`config.mk`:
```
export PLATFORM = sky130hd
export DESIGN_NAME = gigatron_run_control
export DESIGN_NICKNAME = d
export VERILOG_FILES = /design/src/rtl/gigatron_run_control.sv
export SDC_FILE = /design/constraint.sdc
export NUM_CORES = 1
export LEC_CHECK = 0
export ABC_AREA = 1
export CORE_ASPECT_RATIO = 0.75
export CORE_MARGIN = 2
export CORE_UTILIZATION = 55
export DETAILED_ROUTE_END_ITERATION = 16
export PLACE_DENSITY = 0.77
export SYNTH_ARGS = -nofsm -noshare
export SYNTH_HDL_FRONTEND = slang
export SYNTH_SLANG_ARGS = --single-unit
```
`constraint.sdc`:
```
create_clock -name i_Clk -period 2.2 [get_ports i_Clk]
set_input_delay 0.33 -clock i_Clk [delete_from_list [all_inputs] [get_ports i_Clk]]
set_output_delay 0.33 -clock i_Clk [all_outputs]
set_load 0.01 [all_outputs]
```
`src/rtl/gigatron_run_control.sv`:
```
// Run/halt/step sequencer for the Gigatron core: debounces the board buttons,
// drives the CPU reset and clock enable, halts on a PC breakpoint and counts instructions.
module gigatron_run_control #(
  parameter int DEBOUNCE_CYCLES = 250000,
  parameter int RESET_CYCLES    = 16
) (
  input  logic        i_Clk,
  input  logic        i_Reset,
  input  logic        i_Switch_1,
  input  logic        i_Switch_2,
  input  logic        i_Switch_3,
  input  logic        i_Switch_4,
  input  logic [15:0] i_Pc,
  input  logic [15:0] i_Brk_Addr,
  output logic        o_Cpu_Reset,
  output logic        o_Cpu_Enable,
  output logic [1:0]  o_State,
  output logic        o_Halted_Brk,
  output logic [7:0]  o_Exec_Count
);

  localparam int DB_W = $clog2(DEBOUNCE_CYCLES + 1);
  localparam int RC_W = $clog2(RESET_CYCLES + 1);

  typedef enum logic [1:0] {
    ST_RESET = 2'd0,
    ST_HALT  = 2'd1,
    ST_RUN   = 2'd2,
    ST_STEP  = 2'd3
  } state_t;

  logic [3:0] sw_raw;
  logic [3:0] level;

  assign sw_raw = {i_Switch_4, i_Switch_3, i_Switch_2, i_Switch_1};

  // The counter only runs while the synchronized input disagrees with the
  // accepted level, so any bounce back to the old level restarts it.
  genvar gi;
  generate
    for (gi = 0; gi < 4; gi++) begin : g_db
      logic            sync1_q;
      logic            sync2_q;
      logic            lvl_q;
      logic [DB_W-1:0] cnt_q;

      always_ff @(posedge i_Clk) begin
        if (i_Reset) begin
          sync1_q <= 1'b0;
          sync2_q <= 1'b0;
          lvl_q   <= 1'b0;
          cnt_q   <= '0;
        end else begin
          sync1_q <= sw_raw[gi];
          sync2_q <= sync1_q;
          if (sync2_q == lvl_q) begin
            cnt_q <= '0;
          end else if (cnt_q == DB_W'(DEBOUNCE_CYCLES - 1)) begin
            lvl_q <= sync2_q;
            cnt_q <= '0;
          end else begin
            cnt_q <= cnt_q + 1'b1;
          end
        end
      end

      assign level[gi] = lvl_q;
    end
  endgenerate

  logic toggle_prev_q, step_prev_q, rst_prev_q;
  logic toggle_press, step_press, rst_press;
  logic brk_en;

  assign toggle_press = level[0] & ~toggle_prev_q;
  assign step_press   = level[1] & ~step_prev_q;
  assign rst_press    = level[3] & ~rst_prev_q;
  assign brk_en       = level[2];

  state_t          state_q, state_d;
  logic [RC_W-1:0] rst_cnt_q, rst_cnt_d;
  logic            armed_q, armed_d;
  logic            halted_brk_q, halted_brk_d;
  logic [7:0]      exec_cnt_q;
  logic            brk_hit;
  logic            cpu_enable;

  assign brk_hit    = brk_en & armed_q & (i_Pc == i_Brk_Addr);
  assign cpu_enable = (state_q == ST_STEP) | ((state_q == ST_RUN) & ~brk_hit);

  always_comb begin
    state_d      = state_q;
    rst_cnt_d    = rst_cnt_q;
    armed_d      = armed_q;
    halted_brk_d = halted_brk_q;
    if (state_q == ST_RUN && cpu_enable) begin
      armed_d = 1'b1;
    end
    if (rst_press) begin
      state_d      = ST_RESET;
      rst_cnt_d    = '0;
      armed_d      = 1'b1;
      halted_brk_d = 1'b0;
    end else begin
      case (state_q)
        ST_RESET: begin
          armed_d = 1'b1;
          if (rst_cnt_q == RC_W'(RESET_CYCLES - 1)) begin
            state_d   = ST_RUN;
            rst_cnt_d = '0;
          end else begin
            rst_cnt_d = rst_cnt_q + 1'b1;
          end
        end
        ST_RUN: begin
          if (toggle_press) begin
            state_d = ST_HALT;
          end else if (brk_hit) begin
            state_d      = ST_HALT;
            halted_brk_d = 1'b1;
          end
        end
        ST_HALT: begin
          // Disarm on resume so the instruction at the breakpoint executes once.
          if (toggle_press) begin
            state_d      = ST_RUN;
            armed_d      = 1'b0;
            halted_brk_d = 1'b0;
          end else if (step_press) begin
            state_d      = ST_STEP;
            halted_brk_d = 1'b0;
          end
        end
        default: state_d = ST_HALT;
      endcase
    end
  end

  always_ff @(posedge i_Clk) begin
    if (i_Reset) begin
      state_q       <= ST_RESET;
      rst_cnt_q     <= '0;
      armed_q       <= 1'b1;
      halted_brk_q  <= 1'b0;
      exec_cnt_q    <= '0;
      toggle_prev_q <= 1'b0;
      step_prev_q   <= 1'b0;
      rst_prev_q    <= 1'b0;
    end else begin
      state_q       <= state_d;
      rst_cnt_q     <= rst_cnt_d;
      armed_q       <= armed_d;
      halted_brk_q  <= halted_brk_d;
      toggle_prev_q <= level[0];
      step_prev_q   <= level[1];
      rst_prev_q    <= level[3];
      if (state_d == ST_RESET) begin
        exec_cnt_q <= '0;
      end else if (cpu_enable) begin
        exec_cnt_q <= exec_cnt_q + 8'd1;
      end
    end
  end

  assign o_Cpu_Reset  = (state_q == ST_RESET);
  assign o_Cpu_Enable = cpu_enable;
  assign o_State      = state_q;
  assign o_Halted_Brk = halted_brk_q;
  assign o_Exec_Count = exec_cnt_q;

endmodule
```
==> results.yml <==
floorplanning:
  start_util: 0.564
  num_rows: 30
  ios: 51
  fp.dieW_um: 115
  die-area_um2: 10100
  die_h_um: 87.4
  coreArea_um2: 9050
cells_and_area:
  fill_cells: 785
  drive_above_1_share: 0.100
  area_growth_pct: 20.1
  final_nets: 819
  diodes: 0
power:
  p_leak_nw: 2.42
  vdd_drop_max_v: 0.000411
  total_power_mw: 3.86
  power_density_nw_per_um2: 629
timing:
  relSlewSlack: 0.438
  fin_ws_ns: 0.232
  rsz0062_at_grt: "false"
  worst_pin_slew_ns: 0.835
  finClkSkew_ns: 0.00648
  hold_violations: 0
  max_freq_mhz: 508
  drv_slew: 0
  finalSetupViolCount: 0
  min_period_ns: 1.97
  fin_crit_sh: 0.895
hold_path:
  min_to: "g_db[0].sync2_q$_SDFF_PP0_"
  hp-class: "flop to flop"
  holdPathStages: 2
  min_from: "g_db[0].sync1_q$_SDFF_PP0_"
logic_synthesis:
  yosys-top-cells-count: "nand2_1 (149), inv_1 (114), dfxtp_1 (104), nor2_1 (94), a21oi_1 (36)"
  synth_nets: 758
  yosysTopAreaCell: "dfxtp_1"
  yosysSeqAreaShare: 0.408
  yosys.area.top_type_share: 0.408
  yosysUniqueCellTypes: 43
  synth-edff-count: 0
  async_reset_ff_frac: 0
  avgSynthCellArea_um2: 7.15
  synthTopCellsByArea: "dfxtp_1 (41%), nand2_1 (11%), inv_1 (8.4%)"
  synth_most_common_cell: "nand2_1"
  postSynthCellCount: 714
  synth_area_um2: 5100
  yosys_warnings: 0
  synth_seq_cells: 104
  synth_ff_type: "dfxtp_1"
critical_path:
  critPathMaxFanout: 3
  ff2ff_setup_slack_ns: 0.26
  timing.rr.end: "g_db[1].cnt_q[2]$_SDFF_PP0_"
  setup.worst_path.end_class: "primary output"
  startpoint_type: "input pin"
  cp.arrival_ns: 1.64
  reg2reg_depth: 8
  cp.required_ns: 1.87
  r2r-start: "g_db[1].cnt_q[0]$_SDFF_PP0_"
  critical_path_class: "input pin to primary output"
global_routing:
  grt_max_degree: 19
  antenna_found_initial: 0
  overflow: 0
  grt_pass1_wl_um: 18100
  grt_util_all_layers: 0.223
  grt_pass1_vias: 4148
clock_network:
  cts_tree: "done"
  worstSkewPairLatency_ns: 0.35
  cts_buffer_depth: 2
  htreeDepth: 3
  hold_buffers: 0
  path_clk_slew_ns: 0.07
  root_buffer: "clkbuf_16"
  cts_sinks: 104
  numCtsBuffers: 9
drt:
  num_vias: 4477
  firstDrtPassIters: 5
  wl_um: 10400
  vias_per_cell: 4.93
  ant_nets: 0
  drtIter0Drc: 225
  wl_per_cell_um: 11.5
  drcViolationCount: 0
outcome:
  status: "complete, no violations"
place:
  place.gp.congestion: 0.860
  dpl_worst_slack_ns: -0.211
  hpwl_um: 7650
  port_buffers: 50
job:
  max-cap-violations: 0
[area by class of cell]
type,instances,area [um^2],area share
clock buffers,12,267,0.0435
clock inverters,4,75.1,0.0122
inverters,118,443,0.0722
multi-input cells,485,2550,0.415
flip-flops and latches,104,2080,0.339
well taps,128,160,0.0261
repair buffers,57,561,0.0914
[worst max path at each step]
stage | to | start
finish | o_Cpu_Enable | i_Pc[3]
global route | g_db[3].cnt_q[14]$_SDFF_PP0_ | g_db[3].cnt_q[0]$_SDFF_PP0_
CTS | o_Cpu_Enable | i_Brk_Addr[5]
detailed placement | o_Cpu_Enable | i_Brk_Addr[5]
global placement | o_Cpu_Enable | i_Pc[3]
floorplan | g_db[1].cnt_q[4]$_SDFF_PP0_ | g_db[1].cnt_q[0]$_SDFF_PP0_
[cells in the final DEF, fill, tap and decap left out, types with 6 or more instances in the layout]
cell type	count
nand2_2	7
nor3b_1	7
nor2_1	92
a21oi_1	36
dfxtp_1	104
nand3_1	32
xor2_1	19
xnor2_1	16
buf_4	6
nor4_1	8
nand4_1	17
nor2_2	19
ha_1	6
inv_1	114
nand2_1	149
clkbuf_16	9
clkdlybuf4s50_1	49
or2_2	8
o21ai_0	13
nor3_1	25
[per-layer routing]
metal	vias up	GRT usage	wire [um]
li1	2375	-	-
met1	2021	0.295	5050
met2	77	0.364	4890
met3	4	0.0668	436
met4	0	0.0405	52
met5	-	0	0
[flip-flops by register name, indices dropped and copies added (netlist names)]
name	flops
g_db.lvl_q	3
o_Exec_Count	8
rst_prev_q	1
rst_cnt_q	5
step_prev_q	1
o_State	2
armed_q	1
g_db.sync1_q	4
g_db.cnt_q	72
toggle_prev_q	1
o_Halted_Brk	1
g_db.sync2_q	4
brk_en	1
[kinds of logic (layout without fill, tap and decap cells)]
logic type,Yosys count,count (layout),share of synthesized area
buf+inv,125,191,0.0966
xor+xnor,35,35,0.0600
flops,104,104,0.408
compound gates,61,61,0.0696
fa+ha+maj,6,6,0.0147
simple gates,383,383,0.351
[worst max-delay path, cell delays in order]
cell and delay [ns]:
clkdlybuf4s50_1 0.49, inv_1 0.05, nand2_1 0.05, nand2_1 0.05, nor2_1 0.11, nand2_1 0.05
nor2_1 0.10, nand3_2 0.13, nand2_2 0.10, nand2_2 0.05, clkbuf_2 0.12
[through the flow]
step	std cells	hold slack (ns)	TNS, ns	instance area, um^2	utilization
after detailed placement	890	0.395	-0.211	5770	0.637
after floorplan	714	0.388	0	5100	-
final	908	0.406	0	6130	0.678
after global routing	908	0.420	0	6130	0.678
after global placement	890	0.389	-0.177	5770	0.637
after CTS	906	0.409	0	6110	0.676
[timing repair]
| item | 4_1_cts | 5_1_grt |
|---|---|---|
| pin swaps | 0 | 1 |
| setup endpoints to repair | 1 | 2 |
| resized for setup | 2 | 5 |
| setup buffers | 0 | 2 |
[power breakdown]
| group | switching, mW | internal [mW] | leakage, nW |
|---|---|---|---|
| sequential | 0.00931 | 1.90 | 0.840 |
| clock | 0.693 | 1.09 | 0.161 |
| combinational | 0.0749 | 0.0930 | 1.42 |
Note: power is estimated with default switching activity, not from simulation.
